File: src/rtl/clk_div_ctrl.sv
// Programmable clock divider: 50% duty clk_div = clk_i / N (N = 2..255), glitch-free switch/stop at period end.
// Latency: divided clock starts high 1 cycle after en; a new divisor takes effect the cycle after period_tick.
// Backpressure: one pending divisor slot; cfg_ready stays low until the pending value is applied at wrap.
module clk_div_ctrl (
    input  logic       clk_i,
    input  logic       rst_n,
    input  logic       en,
    input  logic       cfg_valid,
    input  logic [7:0] cfg_div,
    output logic       cfg_ready,
    output logic       err,
    output logic       clk_div,
    output logic       running,
    output logic       period_tick
);

    typedef enum logic {
        IDLE = 1'b0,
        RUN  = 1'b1
    } state_t;

    state_t     state, state_nxt;
    logic [7:0] div_reg, div_nxt;
    logic [7:0] pend_div, pend_div_nxt;
    logic       pend_vld, pend_vld_nxt;
    logic [7:0] cnt, cnt_nxt;
    logic       p, p_nxt;
    logic       q;
    logic       err_q, err_nxt;
    logic       wr_acc, wr_bad, wr_ok, wrap;

    assign cfg_ready   = !pend_vld;
    assign running     = (state == RUN);
    assign wrap        = (state == RUN) && (cnt == div_reg - 8'd1);
    assign period_tick = wrap;
    assign err         = err_q;
    // Odd N stretches the high phase by the half-cycle-late copy of p.
    assign clk_div     = div_reg[0] ? (p | q) : p;

    assign wr_acc = cfg_valid && cfg_ready;
    assign wr_bad = wr_acc && (cfg_div < 8'd2);
    assign wr_ok  = wr_acc && !wr_bad;

    always_ff @(posedge clk_i or negedge rst_n) begin
        if (!rst_n) begin
            state    <= IDLE;
            div_reg  <= 8'd0;
            pend_div <= 8'd0;
            pend_vld <= 1'b0;
            cnt      <= 8'd0;
            p        <= 1'b0;
            err_q    <= 1'b0;
        end else begin
            state    <= state_nxt;
            div_reg  <= div_nxt;
            pend_div <= pend_div_nxt;
            pend_vld <= pend_vld_nxt;
            cnt      <= cnt_nxt;
            p        <= p_nxt;
            err_q    <= err_nxt;
        end
    end

    always_ff @(negedge clk_i or negedge rst_n) begin
        if (!rst_n) begin
            q <= 1'b0;
        end else begin
            q <= p;
        end
    end

    always_comb begin
        state_nxt    = state;
        div_nxt      = div_reg;
        pend_div_nxt = pend_div;
        pend_vld_nxt = pend_vld;
        cnt_nxt      = cnt;
        err_nxt      = wr_bad;
        case (state)
            IDLE: begin
                cnt_nxt = 8'd0;
                if (wr_ok) begin
                    div_nxt = cfg_div;
                end
                if (en && (div_reg >= 8'd2)) begin
                    state_nxt = RUN;
                end
            end
            RUN: begin
                if (wrap) begin
                    cnt_nxt = 8'd0;
                    if (pend_vld) begin
                        div_nxt      = pend_div;
                        pend_vld_nxt = 1'b0;
                    end
                    if (!en) begin
                        state_nxt = IDLE;
                    end
                end else begin
                    cnt_nxt = cnt + 8'd1;
                end
                // wr_ok implies pend_vld is clear, so this never collides with the wrap clear.
                if (wr_ok) begin
                    pend_div_nxt = cfg_div;
                    pend_vld_nxt = 1'b1;
                end
            end
            default: begin
                state_nxt = IDLE;
            end
        endcase
        p_nxt = (state_nxt == RUN) && (cnt_nxt < {1'b0, div_nxt[7:1]});
    end

endmodule

File: config.mk
export PLATFORM = sky130hd
export DESIGN_NAME = clk_div_ctrl
export DESIGN_NICKNAME = d
export VERILOG_FILES = /design/src/rtl/clk_div_ctrl.sv
export SDC_FILE = /design/constraint.sdc
export NUM_CORES = 1
export LEC_CHECK = 0
export BUFFER_PORTS_ARGS = -buffer_cell sky130_fd_sc_hd__buf_2
export CAP_MARGIN = 20
export CELL_PAD_IN_SITES_DETAIL_PLACEMENT = 0
export CELL_PAD_IN_SITES_GLOBAL_PLACEMENT = 1
export CORE_UTILIZATION = 42
export CTS_CLUSTER_SIZE = 8
export DETAILED_ROUTE_END_ITERATION = 12
export GPL_ROUTABILITY_DRIVEN = 0
export PLACE_DENSITY_LB_ADDON = 0.08
export REMOVE_ABC_BUFFERS = 1
export SLEW_MARGIN = 20
export SYNTH_ARGS = -nofsm -noshare
export SYNTH_HDL_FRONTEND = slang
export SYNTH_SLANG_ARGS = --single-unit
export TNS_END_PERCENT = 100
File: constraint.sdc
create_clock -name clk_i -period 3.55 [get_ports clk_i]
set_clock_uncertainty 0.05 [all_clocks]
set_input_delay 0.355 -clock clk_i [delete_from_list [all_inputs] [get_ports clk_i]]
set_output_delay 0.355 -clock clk_i [all_outputs]
set_load 0.03 [all_outputs]
==> results.ini, run 1 <==
[run_status]
run_status = finished clean

[sta]
worstMarginPinSlew_ps = 410
setup_viol = 0
period_share_pct = 99.2
hold_viol = 0
slew-limit-headroom_pct = 72.4
whs_ps = 51.8
finalCriticalPeriod_ps = 3520
rsz0062_at_grt = yes
clock.fmax_mhz = 284
maxSlewViolCount = 0

[critical_path]
cp.arrival_ps = 3660
rr_startpoint = div_reg[2]
crit_path_end_kind = flip-flop
worst_setup_path_start_kind = flip-flop
r2r_slack_ps = 30
crit_end = p
cp.required_ps = 3690
criticalPathCategory = reg2reg
rr_worst_depth = 13
crit_path_max_fanout = 6
startpoint = div_reg[2]
r2r_end = p

[place]
io_buffers = 16
dpl.hpwl_mm = 3.47

[final_layout]
drive_above_1_share_pct = 36.1
nets = 239
utilization_pct = 57.4
area_growth_pct = 27.1
antennaDiodeCount = 0

[clock_network]
cts_buffers = 5
cts_tree = built
worstSkewPairLatency_ps = 290
clkTransAtPathRegs_ps = 60
clk_path_buf_depth = 2
clockRootBuffer = clkbuf_8
htreeDepth = 2
numClockSinks = 29

[global_route]
first_global_vias = 1508
grt_pass1_wl_mm = 7.36
overflow = 0
grt_max_degree = 29
grt_antenna_before_repair = 0
grt_usage_pct = 22.4

[routing]
routedWlPerCell_microns = 17.6
drt-pass1-iter-count = 4
route.detailed.drc = 0
ant_nets = 0
finalWirelength_mm = 4.73
dr.first_iter.drc_count = 104
num_vias = 1492
vias_per_cell = 5.55

[die]
die-height_microns = 68.8
core_area_sq_um = 4140
die_w_microns = 68.8
rows = 23
initial_core_util_pct = 45.2
die-area_sq_um = 4730
io_pins = 17

[synthesis]
synth_area_leaders = dfrtp_1 37%, mux2_2 8.4%, mux2i_1 8.0%, ha_1 6.0%, xnor2_1 4.7%
ys_warn_count = 0
synth_edf_count = 0
synthTopCellsByCount = 28 x dfrtp_1, 15 x mux2i_1, 14 x mux2_2, 14 x nor2_1, 10 x xnor2_1
yosysSeqAreaShare_pct = 38.8
synth_area_sq_um = 1870
synth_top_area_share_pct = 37.4
yosysMostFrequentCell = dfrtp_1
syn-instance-count = 182
yosys.cell_types.count = 45
ys_ff_latch = 29
ys.flop_type = dfrtp_1
syn_avg_cell_area_sq_um = 10.3
synth_top_area_cell = dfrtp_1
async_flop_share_pct = 100

[job]
cap_violations = 0

[pwr]
ir_worst_vdd_mv = 0.501
power_density_nw_per_um2 = 1120
leakage_nw = 1.05
finalPower_mw = 2.67

[worst_hold_path]
hold_path.class = in2async

cells by family after synthesis:
logic type      synth area share, %
simple gates                   19.1
mux                            16.4
flops                          38.8
compound gates                 10.2
xor+xnor                       6.55
buf+inv                        2.87
fa+ha+maj                      6.02
worst min-delay path by stage:
stage / endpoint / slack [ps] / depth (start not counted)
6_report: running / 50 / 2
5_1_grt: running / 100 / 2
4_1_cts: pend_div[3] / 80 / 2
3_5_place_dp: running / 390 / 2
3_3_place_gp: running / 380 / 2
2_1_floorplan: cnt[0] / 9 / 0
per-stage QoR:
stage	setup TNS [ps]	cells	cell area, sq um	setup WS, ps
detailed placement	-58.4	255	2090	-58.4
floorplan	0	176	1840	96.0
CTS	0	265	2230	9.99
finish	0	269	2380	28.7
global route	-77.9	269	2380	-77.9
global placement	0	255	2090	32.2
area by class of cell:
class                   instances  area, sq um
clock buffers                   7         86.3
clock inverters                 1         30.0
fillers                       374         1770
inverters                       6         22.5
multi-input cells             141         1220
flip-flops and latches         29          726
well taps                      50         62.6
repair buffers                 35          235
placed cells by master (no fill, tap or decap), types with 5 or more instances in the layout:
cell	Yosys	final
clkbuf_8	0	6
dfrtp_1	28	28
inv_1	6	6
xnor2_1	10	10
mux2_2	14	14
nand2_1	9	9
mux2i_1	15	14
nand3_1	7	5
nor2_1	14	14
buf_2	1	16
buf_4	0	18
where the power goes:
group	leakage (nW)	switching (mW)	total (mW)	internal, mW
logic	0.636	0.830	1.67	0.845
clock network	0.0585	0.131	0.360	0.229
registers	0.352	0.161	0.636	0.476
per-layer routing:
metal  part of all wire (%)  GRT usage (%)  wire length [microns]
met5                      0              0                      0
met4                    2.5           9.44                    117
met3                    2.7           5.43                    126
met2                     50           38.1                   2380
met1                     45           27.0                   2110
timing repair:
action	CTS	global route
hold buffers	0	0
setup endpoints to repair	1	1
cloned	0	0
pin swaps	1	10
setup buffers	2	4
resized for setup	3	17
worst max-delay path: stages (launching register included):
cell	delay (ps)
dfrtp_1	400
or3_4	430
or4_4	550
o211a_4	150
and4_4	170
buf_4	160
mux2i_2	160
mux2_2	280
ha_1	330
nand3_2	120
nor3b_4	50
nor4bb_1	270
a21oi_1	90
a211oi_2	210
No activity file was read; power rests on OpenSTA's default activity.
==> run 2: changes to the inputs <==
--- a/config.mk
+++ b/config.mk
@@ -13,6 +13,7 @@
 export CTS_CLUSTER_SIZE = 8
 export DETAILED_ROUTE_END_ITERATION = 12
 export GPL_ROUTABILITY_DRIVEN = 0
+export HOLD_SLACK_MARGIN = 0.1
 export PLACE_DENSITY_LB_ADDON = 0.08
 export REMOVE_ABC_BUFFERS = 1
 export SLEW_MARGIN = 20
==> run 2 against run 1 <==
Effect of this change:
- total power is essentially flat
- critical path type unchanged
- global-route usage is the same
- flip-flop and latch count is the same
==> results.ini, run 2 (synthesis results as in run 1) <==
[die]
initial_core_util_pct = 45.2
die_w_microns = 68.8
die-height_microns = 68.8
rows = 23
core_area_sq_um = 4140
io_pins = 17
die-area_sq_um = 4730

[place]
dpl.hpwl_mm = 3.47
io_buffers = 16
pre_cts_ws_ps = -58.4

[sta]
whs_ps = 259
clock.fmax_mhz = 285
slew-limit-headroom_pct = 72.4
fin_ws_ps = 35.8
maxSlewViolCount = 0
rsz0062_at_grt = yes
fin_tns_setup_ps = 0
worstMarginPinSlew_ps = 411
setup_viol = 0
period_share_pct = 99.0
finalCriticalPeriod_ps = 3510
hold_viol = 0

[routing]
dr.first_iter.drc_count = 88
num_vias = 1492
route.detailed.drc = 0
finalWirelength_mm = 4.75
ant_nets = 0
routedWlPerCell_microns = 17.6
vias_per_cell = 5.53
drt-pass1-iter-count = 4

[critical_path]
cp.arrival_ps = 3660
rr_worst_depth = 13
startpoint = div_reg[2]
crit_path_max_fanout = 6
worst_setup_path_start_kind = flip-flop
crit_chain = or3_4 -> or4_4 -> o211a_4 -> and4_4 -> buf_4 -> mux2i_2 -> mux2_2 -> ha_1 -> nand3_2 -> nor3b_4 -> nor4bb_1 -> a21oi_1 -> a211oi_2
cp.required_ps = 3690
rr_startpoint = div_reg[2]
max_stage_delay_ps = 550
crit_slowest_cell = or4_4
crit_path_end_kind = flip-flop
criticalPathCategory = reg2reg

[final_layout]
antennaDiodeCount = 0
nets = 240
drive_above_1_share_pct = 35.9
area_growth_pct = 27.6
layout_commonest_cell = dfrtp_1
mostFrequentLayoutCells = 28 x dfrtp_1, 18 x buf_4, 16 x buf_2

[run_status]
run_status = finished clean

[worst_hold_path]
hold_path.class = in2reg
holdPathStages = 3
hold_start = cfg_div[0]

[pwr]
ir_worst_vdd_mv = 0.501
power_density_nw_per_um2 = 1120
leakage_nw = 1.05

[clock_network]
htreeDepth = 2
clockRootBuffer = clkbuf_8
clkTransAtPathRegs_ps = 60
clk_path_buf_depth = 2
cts_tree = built
worstSkewPairLatency_ps = 290
numClockSinks = 29
cts_buffers = 5

[global_route]
grt_antenna_before_repair = 0
grt_max_degree = 29
grt_usage_pct = 22.4
overflow = 0
grt_pass1_wl_mm = 7.36
first_global_vias = 1508

[job]
cap_violations = 0

run 2: cell count changes in the layout (fill, tap and decap cells not counted), sizes merged:
cell,previous run,this run
dlygate4sd3,0,1
run 2: cell type report:
type | count | area, sq um
multi-input cells | 141 | 1220
flip-flops and latches | 29 | 726
repair buffers | 36 | 245
fillers | 373 | 1760
well taps | 50 | 62.6
inverters | 6 | 22.5
clock buffers | 7 | 86.3
clock inverters | 1 | 30.0
run 2: routing by layer:
metal | global-route usage [%] | part of all wire (%) | vias to the layer above | wire, microns
li1 | - | - | 732 | -
met1 | 27.0 | 45 | 726 | 2130
met2 | 38.1 | 50 | 23 | 2370
met3 | 5.43 | 2.7 | 11 | 126
met4 | 9.44 | 2.5 | 0 | 119
met5 | 0 | 0 | - | 0
run 2: per-stage QoR:
stage | utilization, % | area [sq um] | power [mW] | std cells
after detailed placement | 50.5 | 2090 | 1.96 | 255
after CTS | 54.1 | 2240 | 2.36 | 266
after global routing | 57.6 | 2390 | 2.88 | 270
final | 57.6 | 2390 | 2.67 | 270
after floorplan | - | 1840 | 1.54 | 176
after global placement | 50.5 | 2090 | 1.91 | 255
run 2: worst paths after layout:
path / to / slack (ps)
setup / recovery: p / 40
hold / removal: div_reg[0] / 260
setup reg to reg: p / 40
hold reg to reg: pend_div[0] / 460
max in group asynchronous: q / 1340
min in group asynchronous: running / 580
run 2: worst max-delay path, delay by kind of cell (launching register included):
kind                       cells  cell delay [ps]
AOI/OAI and AO/OA              3              440
adders and majority gates      1              330
buffers and inverters          1              160
DFF                            1              400
muxes                          2              440
and+or+nand+nor                6             1590
run 2: report_power, final:
part / leakage [nW] / internal, mW / switching, mW
Clock: 0.0585 / 0.229 / 0.133
Combinational: 0.640 / 0.845 / 0.829
Sequential: 0.352 / 0.476 / 0.161
run 2: what timing repair did:
item / in CTS / in global routing
hold buffers: 1 / 0
resized for setup: 3 / 17
pin swaps: 1 / 10
hold endpoints to repair: 28 / 0
buffers inserted: 2 / 4
setup endpoints to repair: 1 / 1
==> run 3: changes to the inputs <==
--- a/config.mk
+++ b/config.mk
@@ -14,6 +14,7 @@
 export DETAILED_ROUTE_END_ITERATION = 12
 export GPL_ROUTABILITY_DRIVEN = 0
 export HOLD_SLACK_MARGIN = 0.1
+export MAX_ROUTING_LAYER = met4
 export PLACE_DENSITY_LB_ADDON = 0.08
 export REMOVE_ABC_BUFFERS = 1
 export SLEW_MARGIN = 20
==> run 3 against run 2 <==
Effect of this change:
- clock power about the same
- sequential share of layout area unchanged
- hold slack worse by 2.7 ps
- critical endpoint unchanged
- highest routed layer unchanged
==> results.ini, run 3 (synthesis results as in run 1) <==
[final_layout]
layout_commonest_cell = dfrtp_1
drive_above_1_share_pct = 35.9
nets = 240
utilization_pct = 57.6
area_growth_pct = 27.6
antennaDiodeCount = 0
final_cells = 270
fillers = 373
mostFrequentLayoutCells = 28 x dfrtp_1, 18 x buf_4, 16 x buf_2

[die]
die_w_microns = 68.8
io_pins = 17
rows = 23
initial_core_util_pct = 45.2
core_area_sq_um = 4140
die-area_sq_um = 4730
die-height_microns = 68.8

[global_route]
grt_antenna_before_repair = 0
first_global_vias = 1498
grt_max_degree = 29
grt_pass1_wl_mm = 7.36
overflow = 0
grt_usage_pct = 23.0

[routing]
finalWirelength_mm = 4.73
dr.first_iter.drc_count = 81
drt-pass1-iter-count = 4
route.detailed.drc = 0
num_vias = 1522
routedWlPerCell_microns = 17.5
vias_per_cell = 5.64
ant_nets = 0

[clock_network]
cts_tree = built
htreeDepth = 2
clockRootBuffer = clkbuf_8
clkTransAtPathRegs_ps = 60
worstSkewPairLatency_ps = 290
clk_path_buf_depth = 2
cts_buffers = 5
numClockSinks = 29

[job]
cap_violations = 0

[place]
dpl.hpwl_mm = 3.47
io_buffers = 16
placed_cells = 255

[sta]
hold_viol = 0
clock.fmax_mhz = 283
period_share_pct = 99.4
fin_tns_setup_ps = 0
setup_viol = 0
rsz0062_at_grt = yes
maxSlewViolCount = 0
finalCriticalPeriod_ps = 3530
slew-limit-headroom_pct = 72.3
worstMarginPinSlew_ps = 412
whs_ps = 257

[pwr]
leakage_nw = 1.05
finalPower_mw = 2.67
power_density_nw_per_um2 = 1120
ir_worst_vdd_mv = 0.503

[critical_path]
criticalPathCategory = reg2reg
crit_path_end_kind = flip-flop
r2r_end = p
crit_chain = or3_4 -> or4_4 -> o211a_4 -> and4_4 -> buf_4 -> mux2i_2 -> mux2_2 -> ha_1 -> nand3_2 -> nor3b_4 -> nor4bb_1 -> a21oi_1 -> a211oi_2
crit_slowest_cell = or4_4
crit_path_max_fanout = 6
worst-path-buf-inv = 1
rr_startpoint = div_reg[2]
cp.required_ps = 3690
rr_worst_depth = 13
cp.arrival_ps = 3670
path_delay_family = simple AND/OR/NAND/NOR gates
worst_setup_path_start_kind = flip-flop
r2r_slack_ps = 20
max_stage_delay_ps = 550

[run_status]
run_status = finished clean

[worst_hold_path]
min_delay_worst_endpoint = div_reg[0]
hold_start = cfg_div[0]
hold_path.class = in2reg
holdPathStages = 3

run 3: cell counts in the layout (fill, tap and decap cells not counted):
Identical to the previous run, type by type.
run 3: repair_timing:
action	4_1_cts	5_1_grt
endpoints found under the hold margin	28	0
pin swaps	1	10
hold buffers	1	0
gates resized for setup	3	17
gates cloned	0	0
endpoints found under the setup margin	1	1
buffers inserted	2	4
run 3: worst max-delay path by stage:
stage / start / to / slack (ps) / depth (start not counted)
6_report: div_reg[2] / p / 20 / 13
5_1_grt: div_reg[1] / p / -80 / 13
4_1_cts: div_reg[0] / p / 10 / 13
3_5_place_dp: div_reg[0] / p / -60 / 13
3_3_place_gp: div_reg[0] / p / 30 / 13
2_1_floorplan: div_reg[0] / p / 100 / 13
run 3: worst min-delay path, stage by stage:
cell and delay, ps:
buf_2 80, nand2_1 40, nand3_1 70
run 3: through the flow:
step                setup slack (ps)  area, sq um
floorplan                       96.0         1840
global placement                32.2         2090
detailed placement             -58.4         2090
CTS                             9.99         2240
global route                   -78.4         2390
finish                          22.5         2390
run 3: layout make-up:
cell class,count,area [sq um],share of cell area [%]
Multi-Input combinational cell,141,1220,50.9
Sequential cell,29,726,30.4
Timing Repair Buffer,36,245,10.3
Clock buffer,7,86.3,3.61
Tap cell,50,62.6,2.62
Clock inverter,1,30.0,1.26
Inverter,6,22.5,0.943
run 3: where the power goes:
part	switching, mW	internal [mW]	total (mW)
registers	0.160	0.475	0.636
logic	0.832	0.846	1.68
clock network	0.133	0.229	0.361
run 3: layer usage:
metal	part of all wire [%]	up-vias	GRT usage [%]	routed length, microns
met5	0	-	-	0
met4	3.2	0	8.67	151
met3	3.1	17	5.43	147
met2	49	34	38.1	2320
met1	45	738	27.0	2120
li1	-	733	-	-
